<file path="src/rtl/alu_op_sequencer.sv">
// alu_op_sequencer
// Multi-cycle controller that borrows the shared 16-bit ALU (NOR/ADD/PASS-A/SHR-B)
// to run SUB, AND, NEG and MUL. Each command is broken into one ALU micro-op per
// cycle. Every intermediate result is captured at the clock edge. The final
// result is presented on a valid/ready response channel.
module alu_op_sequencer #(
   parameter int DATA_WIDTH = 16
) (
   input  logic                  clk,
   input  logic                  rst_n,
   input  logic                  cmd_valid,
   output logic                  cmd_ready,
   input  logic [1:0]            cmd_op,
   input  logic [DATA_WIDTH-1:0] cmd_a,
   input  logic [DATA_WIDTH-1:0] cmd_b,
   output logic                  rsp_valid,
   input  logic                  rsp_ready,
   output logic [DATA_WIDTH-1:0] rsp_data,
   output logic [2:0]            rsp_flag,
   output logic [DATA_WIDTH-1:0] alu_in1,
   output logic [DATA_WIDTH-1:0] alu_in2,
   output logic [1:0]            alu_op,
   input  logic [DATA_WIDTH-1:0] alu_out,
   input  logic [2:0]            alu_flag
);

   // Sequencer states
   localparam logic [1:0] ST_IDLE = 2'd0;
   localparam logic [1:0] ST_EXEC = 2'd1;
   localparam logic [1:0] ST_RESP = 2'd2;

   // ALU opcodes
   localparam logic [1:0] ALU_NOR  = 2'b00;
   localparam logic [1:0] ALU_ADD  = 2'b01;
   localparam logic [1:0] ALU_PASS = 2'b10;
   localparam logic [1:0] ALU_SHR  = 2'b11;

   // Command opcodes
   localparam logic [1:0] CMD_SUB = 2'b00;
   localparam logic [1:0] CMD_AND = 2'b01;
   localparam logic [1:0] CMD_MUL = 2'b10;
   localparam logic [1:0] CMD_NEG = 2'b11;

   // MUL loop phases. PH_ITER is the loop head. It chooses PASS when the
   // multiplier is exhausted, the add step when mp[0] is set, and otherwise
   // goes straight to the doubling step.
   localparam logic [1:0] PH_ITER = 2'd0;
   localparam logic [1:0] PH_B    = 2'd1;
   localparam logic [1:0] PH_C    = 2'd2;

   localparam logic [DATA_WIDTH-1:0] ONE  = DATA_WIDTH'(1);
   localparam logic [DATA_WIDTH-1:0] ZERO = '0;

   // Flag layout: [2]=zero, [1]=neg, [0]=carry
   logic [1:0]            state_reg, state_next;
   logic [1:0]            op_reg, op_next;
   logic [1:0]            step_reg, step_next;
   logic [1:0]            phase_reg, phase_next;
   // a_reg doubles as the MUL multiplicand and b_reg as the multiplier.
   // t_reg holds the temporary value, or the accumulator for MUL.
   logic [DATA_WIDTH-1:0] a_reg, a_next;
   logic [DATA_WIDTH-1:0] b_reg, b_next;
   logic [DATA_WIDTH-1:0] t_reg, t_next;
   logic [DATA_WIDTH-1:0] u_reg, u_next;
   // cy_reg is the sticky carry for SUB and the product-overflow bit for MUL.
   logic                  cy_reg, cy_next;
   logic                  mc_ovf_reg, mc_ovf_next;
   logic [DATA_WIDTH-1:0] rsp_data_reg, rsp_data_next;
   logic [2:0]            rsp_flag_reg, rsp_flag_next;

   assign cmd_ready = (state_reg == ST_IDLE);
   assign rsp_valid = (state_reg == ST_RESP);
   assign rsp_data  = rsp_data_reg;
   assign rsp_flag  = rsp_flag_reg;

   // Next-state, micro-op selection and ALU drive for the current cycle
   always_comb begin
      state_next    = state_reg;
      op_next       = op_reg;
      step_next     = step_reg;
      phase_next    = phase_reg;
      a_next        = a_reg;
      b_next        = b_reg;
      t_next        = t_reg;
      u_next        = u_reg;
      cy_next       = cy_reg;
      mc_ovf_next   = mc_ovf_reg;
      rsp_data_next = rsp_data_reg;
      rsp_flag_next = rsp_flag_reg;
      alu_op        = ALU_PASS;
      alu_in1       = ZERO;
      alu_in2       = ZERO;

      case (state_reg)
         ST_IDLE: begin
            if (cmd_valid) begin
               op_next     = cmd_op;
               a_next      = cmd_a;
               b_next      = cmd_b;
               t_next      = ZERO;
               u_next      = ZERO;
               cy_next     = 1'b0;
               mc_ovf_next = 1'b0;
               step_next   = 2'd0;
               phase_next  = PH_ITER;
               state_next  = ST_EXEC;
            end
         end

         ST_EXEC: begin
            case (op_reg)
               CMD_SUB: begin
                  case (step_reg)
                     2'd0: begin
                        // t = ~b
                        alu_op    = ALU_NOR;
                        alu_in1   = b_reg;
                        alu_in2   = b_reg;
                        t_next    = alu_out;
                        step_next = 2'd1;
                     end
                     2'd1: begin
                        // t = -b; the carry only appears when b was 0
                        alu_op    = ALU_ADD;
                        alu_in1   = t_reg;
                        alu_in2   = ONE;
                        t_next    = alu_out;
                        cy_next   = alu_flag[0];
                        step_next = 2'd2;
                     end
                     default: begin
                        // r = a + (-b); carry out means no borrow
                        alu_op        = ALU_ADD;
                        alu_in1       = a_reg;
                        alu_in2       = t_reg;
                        rsp_data_next = alu_out;
                        rsp_flag_next = {alu_flag[2:1], cy_reg | alu_flag[0]};
                        state_next    = ST_RESP;
                     end
                  endcase
               end

               CMD_AND: begin
                  case (step_reg)
                     2'd0: begin
                        alu_op    = ALU_NOR;
                        alu_in1   = a_reg;
                        alu_in2   = a_reg;
                        t_next    = alu_out;
                        step_next = 2'd1;
                     end
                     2'd1: begin
                        alu_op    = ALU_NOR;
                        alu_in1   = b_reg;
                        alu_in2   = b_reg;
                        u_next    = alu_out;
                        step_next = 2'd2;
                     end
                     default: begin
                        // De Morgan: a & b = ~(~a | ~b)
                        alu_op        = ALU_NOR;
                        alu_in1       = t_reg;
                        alu_in2       = u_reg;
                        rsp_data_next = alu_out;
                        rsp_flag_next = alu_flag;
                        state_next    = ST_RESP;
                     end
                  endcase
               end

               CMD_NEG: begin
                  if (step_reg == 2'd0) begin
                     alu_op    = ALU_NOR;
                     alu_in1   = a_reg;
                     alu_in2   = a_reg;
                     t_next    = alu_out;
                     step_next = 2'd1;
                  end else begin
                     alu_op        = ALU_ADD;
                     alu_in1       = t_reg;
                     alu_in2       = ONE;
                     rsp_data_next = alu_out;
                     rsp_flag_next = alu_flag;
                     state_next    = ST_RESP;
                  end
               end

               default: begin  // CMD_MUL: shift-and-add
                  case (phase_reg)
                     PH_ITER: begin
                        if (b_reg == ZERO) begin
                           // Multiplier exhausted: pass the accumulator out
                           alu_op        = ALU_PASS;
                           alu_in1       = t_reg;
                           rsp_data_next = alu_out;
                           rsp_flag_next = {alu_flag[2:1], cy_reg};
                           state_next    = ST_RESP;
                        end else if (b_reg[0]) begin
                           // acc += mc; a wrapped multiplicand also overflows the product
                           alu_op     = ALU_ADD;
                           alu_in1    = t_reg;
                           alu_in2    = a_reg;
                           t_next     = alu_out;
                           cy_next    = cy_reg | alu_flag[0] | mc_ovf_reg;
                           phase_next = PH_B;
                        end else begin
                           alu_op      = ALU_ADD;
                           alu_in1     = a_reg;
                           alu_in2     = a_reg;
                           a_next      = alu_out;
                           mc_ovf_next = mc_ovf_reg | alu_flag[0];
                           phase_next  = PH_C;
                        end
                     end
                     PH_B: begin
                        // mc = 2*mc; remember any bit shifted out of 16 bits
                        alu_op      = ALU_ADD;
                        alu_in1     = a_reg;
                        alu_in2     = a_reg;
                        a_next      = alu_out;
                        mc_ovf_next = mc_ovf_reg | alu_flag[0];
                        phase_next  = PH_C;
                     end
                     default: begin
                        // mp = mp >> 1
                        alu_op     = ALU_SHR;
                        alu_in1    = ZERO;
                        alu_in2    = b_reg;
                        b_next     = alu_out;
                        phase_next = PH_ITER;
                     end
                  endcase
               end
            endcase
         end

         ST_RESP: begin
            if (rsp_ready) begin
               state_next = ST_IDLE;
            end
         end

         default: begin
            state_next = ST_IDLE;
         end
      endcase
   end

   // State and datapath registers; reset discards any in-flight command
   always_ff @(posedge clk or negedge rst_n) begin
      if (!rst_n) begin
         state_reg    <= ST_IDLE;
         op_reg       <= 2'd0;
         step_reg     <= 2'd0;
         phase_reg    <= PH_ITER;
         a_reg        <= '0;
         b_reg        <= '0;
         t_reg        <= '0;
         u_reg        <= '0;
         cy_reg       <= 1'b0;
         mc_ovf_reg   <= 1'b0;
         rsp_data_reg <= '0;
         rsp_flag_reg <= 3'b000;
      end else begin
         state_reg    <= state_next;
         op_reg       <= op_next;
         step_reg     <= step_next;
         phase_reg    <= phase_next;
         a_reg        <= a_next;
         b_reg        <= b_next;
         t_reg        <= t_next;
         u_reg        <= u_next;
         cy_reg       <= cy_next;
         mc_ovf_reg   <= mc_ovf_next;
         rsp_data_reg <= rsp_data_next;
         rsp_flag_reg <= rsp_flag_next;
      end
   end

endmodule
</file>
<file path="config.mk">
export PLATFORM = sky130hd
export DESIGN_NAME = alu_op_sequencer
export DESIGN_NICKNAME = d
export VERILOG_FILES = /design/src/rtl/alu_op_sequencer.sv
export SDC_FILE = /design/constraint.sdc
export NUM_CORES = 1
export LEC_CHECK = 0
export BUFFER_PORTS_ARGS = -buffer_cell sky130_fd_sc_hd__buf_4
export CAP_MARGIN = 25
export CORE_MARGIN = 2
export CORE_UTILIZATION = 35
export CTS_CLUSTER_DIAMETER = 100
export DETAILED_ROUTE_END_ITERATION = 16
export SLEW_MARGIN = 40
export SYNTH_ARGS = -nofsm -noshare
export SYNTH_HDL_FRONTEND = slang
export SYNTH_SLANG_ARGS = --single-unit
</file>
<file path="constraint.sdc">
create_clock -name clk -period 2.55 [get_ports clk]
set_input_delay 0.255 -clock clk [delete_from_list [all_inputs] [get_ports clk]]
set_output_delay 0.255 -clock clk [all_outputs]
set_load 0.005 [all_outputs]
</file>
==> results.sh <==
export IMPL_clkSinkCount=93
export IMPL_gr_usage_all_layers=0.2146
export IMPL_synth_edf_count=0
export IMPL_synthTopCellsByArea="dfrtp_1 34%, mux2_2 9.3%, mux2i_1 7.0%"
export IMPL_critical_path_class="reg -> out"
export IMPL_ys_warnings_count=0
export IMPL_crit_slowest_cell="or4_4"
export IMPL_drv_cap=0
export IMPL_cp_start_kind="flip-flop"
export IMPL_grt_util_met1=0.3062
export IMPL_cts_tree="built"
export IMPL_fmax_ghz=0.3382
export IMPL_drcViolationCount=0
export IMPL_ys_seq_area_frac=0.3378
export IMPL_critPathArrivalTime_ns=2.70
export IMPL_viasPerCell=5.516
export IMPL_p_seq_frac=0.224
export IMPL_grt_overflow_total=0
export IMPL_synth_fp_nets=874
export IMPL_layout_commonest_cell="buf_4"
export IMPL_cp_max_fo=9
export IMPL_cpPeakStageDelay_ns=0.57
export IMPL_busiest_layer="met2"
export IMPL_worst_skew_pair_late_latency_ns=0.35
export IMPL_syn_area_um2=6889
export IMPL_pwr_share_clk=0.107
export IMPL_synth_top_area_cell="dfrtp_1"
export IMPL_grt_pass1_vias=6213
export IMPL_grt_max_degree=72
export IMPL_drv_slew=0
export IMPL_syn_avg_cell_area_um2=8.484
export IMPL_wl_per_cell_um=18.58
export IMPL_dieArea_um2=20820
export IMPL_rr_worst_depth=8
export IMPL_root_buffer="clkbuf_16"
export IMPL_syn2layout_area_growth_pct=28.44
export IMPL_fin_crit_ns=2.956
export IMPL_holdWs_ns=0.1114
export IMPL_cp_common_cell="or4_4"
export IMPL_p_sw_frac=0.4553
export IMPL_post_route_period_util=1.159
export IMPL_finalClockSkew_ns=0.009910
export IMPL_vias=6581
export IMPL_antenna_found_initial=0
export IMPL_fillers=1949
export IMPL_clockBufferDepth=2
export IMPL_port_buffers=111
export IMPL_worstHoldPathCells=3
export IMPL_worstHoldStart="cmd_op[0]"
export IMPL_holdPathEnd="op_reg[0]"
export IMPL_powerDensity_nw_per_um2=1433
export IMPL_htree_levels=3
export IMPL_worstMarginPinSlew_ns=0.7787
export IMPL_switchingPower_mw=5.772
export IMPL_synth_top_area_share=0.3378
export IMPL_drt_iter0_markers=485
export IMPL_p_leak_nw=3.837
export IMPL_final_cell_mix="167 x buf_4, 108 x nand2_1, 91 x dfrtp_1"
export IMPL_ios=112
export IMPL_p_comb_frac=0.669
export IMPL_cp_cell_sequence="or4_4 > or4_4 > nor3_4 > buf_6 > buf_12 > a21oi_1 > a211oi_2 > buf_4"
export IMPL_cp_end_kind="output pin"
export IMPL_globalRouteMet3Util=0.02483
export IMPL_p_int_mw=6.906
export IMPL_hold_class="in -> reg"
export IMPL_ys_seq_elements=93
export IMPL_drtAntennaViolNets=0
export IMPL_core_area_um2=19400
export IMPL_regToRegEndpoint="rsp_data[6]"
export IMPL_firstDrtPassIters=5
export IMPL_grt_setup_unrepaired="true"
export IMPL_reg2reg_slack_ns=-0.07
export IMPL_dieWidth_um=144.3
export IMPL_ir_worst_vdd_mv=0.6089
export IMPL_timing_hold_violations_final=0
export IMPL_timing_setup_tns_ns=-12.39
export IMPL_synth_cell_type_count=55
export IMPL_setup_viol=54
export IMPL_finalWirelength_mm=22.17
export IMPL_antenna_cells=0
export IMPL_hpwl_mm=15.41
export IMPL_required_ns=2.30
export IMPL_drive_gt1_frac=0.3373
export IMPL_die_h_um=144.3
export IMPL_place_worst_setup_slack_ns=-0.1654
export IMPL_numCtsBuffers=9
export IMPL_initial_core_util=0.3551
export IMPL_grtUsageMet2=0.3385
export IMPL_row_count=51
export IMPL_synthFlopType="dfrtp_1"
export IMPL_place_gp_congestion=0.8611
export IMPL_postLayoutCoreUtil=0.4561
export IMPL_grt_pass1_wl_mm=34.68
export IMPL_finalNetCount=986
export IMPL_violations="setup timing"
export IMPL_cts_clk_slew_worst_paths_ns=0.07
export IMPL_outcome="complete, but fails checks"
export IMPL_rr_startpoint="b_reg[7]"
export IMPL_worst_slack_ns=-0.4065
export IMPL_slew_headroom=0.4674
export IMPL_synth_async_sr_flop_share=1.000
export IMPL_netlist_instances=812
-- worst max-delay path, delay by kind of cell, from the launching register on --
family,cells,cell delay [ns]
AND/OR/NAND/NOR,3,1.25
AO/OA/AOI/OAI,2,0.29
flip-flops,1,0.38
buffers and inverters,3,0.44
-- worst max-delay path by stage --
| stage | end | from | slack (ns) |
|---|---|---|---|
| 3_5_place_dp | alu_in1[12] | b_reg[7] | -0.17 |
| 3_3_place_gp | alu_in1[7] | b_reg[7] | -0.13 |
| 4_1_cts | alu_in2[11] | b_reg[14] | -0.45 |
| 5_1_grt | alu_in1[13] | b_reg[7] | -0.50 |
| 6_report | alu_in1[6] | b_reg[7] | -0.41 |
| 2_1_floorplan | alu_in1[10] | b_reg[0] | 0.10 |
-- power groups by stage --
stage	registers, mW	logic (mW)	clock network (mW)
floorplan	2.57	5.35	0
global placement	2.81	8.03	0
detailed placement	2.83	8.09	0
CTS	2.82	8.40	1.39
global route	2.95	9.21	1.43
finish	2.84	8.48	1.36
-- kinds of logic (layout without fill, tap and decap cells) --
family,count (synthesis),in the layout,share of synthesized area
multiplexers,114,114,0.1825
adder cells (fa/ha/maj),5,5,0.009081
AO/OA/AOI/OAI,277,277,0.2588
buffers and inverters,97,213,0.05684
AND/OR/NAND/NOR,226,226,0.1549
flip-flops,93,93,0.3378
-- final cells by class --
class                      count  area, um2  area share
clock buffer                  13      250.2     0.02828
clock inverter                 2      35.03    0.003959
inverter                      10      37.54    0.004242
multi-input combinational    622       4328      0.4891
sequential                    93       2330      0.2633
tap                          265      331.6     0.03747
timing repair buffer         188       1536      0.1736
-- per-stage QoR --
stage,area [um2],std cells,power [mW]
after floorplan,6889,812,7.916
after global placement,8272,1166,10.84
after CTS,8792,1193,12.61
after detailed placement,8272,1166,10.92
after global routing,8848,1193,13.60
final,8848,1193,12.68
-- synthesized netlist by cell type (all sizes together) (3+ instances only) --
library cell,n
mux2,66
a211oi,15
nor2b,3
a221oi,31
o211ai,31
and3,14
or4,5
nor2,44
a21boi,16
nand2,109
nand3,4
buf,16
inv,10
nor3,3
clkbuf,71
a21oi,78
ha,5
dfrtp,93
o221ai,3
o21ai,88
nand2b,20
and2,18
mux2i,48
-- timing repair --
| item | 4_1_cts | 5_1_grt |
|---|---|---|
| resized for setup | 42 | 15 |
| hold endpoints to repair | 35 | 0 |
| setup endpoints to repair | 43 | 68 |
| pin swaps | 34 | 10 |
| hold buffers | 1 | 0 |
| buffers inserted | 11 | 1 |
-- routing by layer --
| metal | up-vias | share of wire |
|---|---|---|
| met5 | - | 0 |
| met4 | 0 | 0.017 |
| met3 | 31 | 0.048 |
| met2 | 207 | 0.46 |
| met1 | 3179 | 0.48 |
| li1 | 3164 | - |
(Power assumes the default switching activity.)
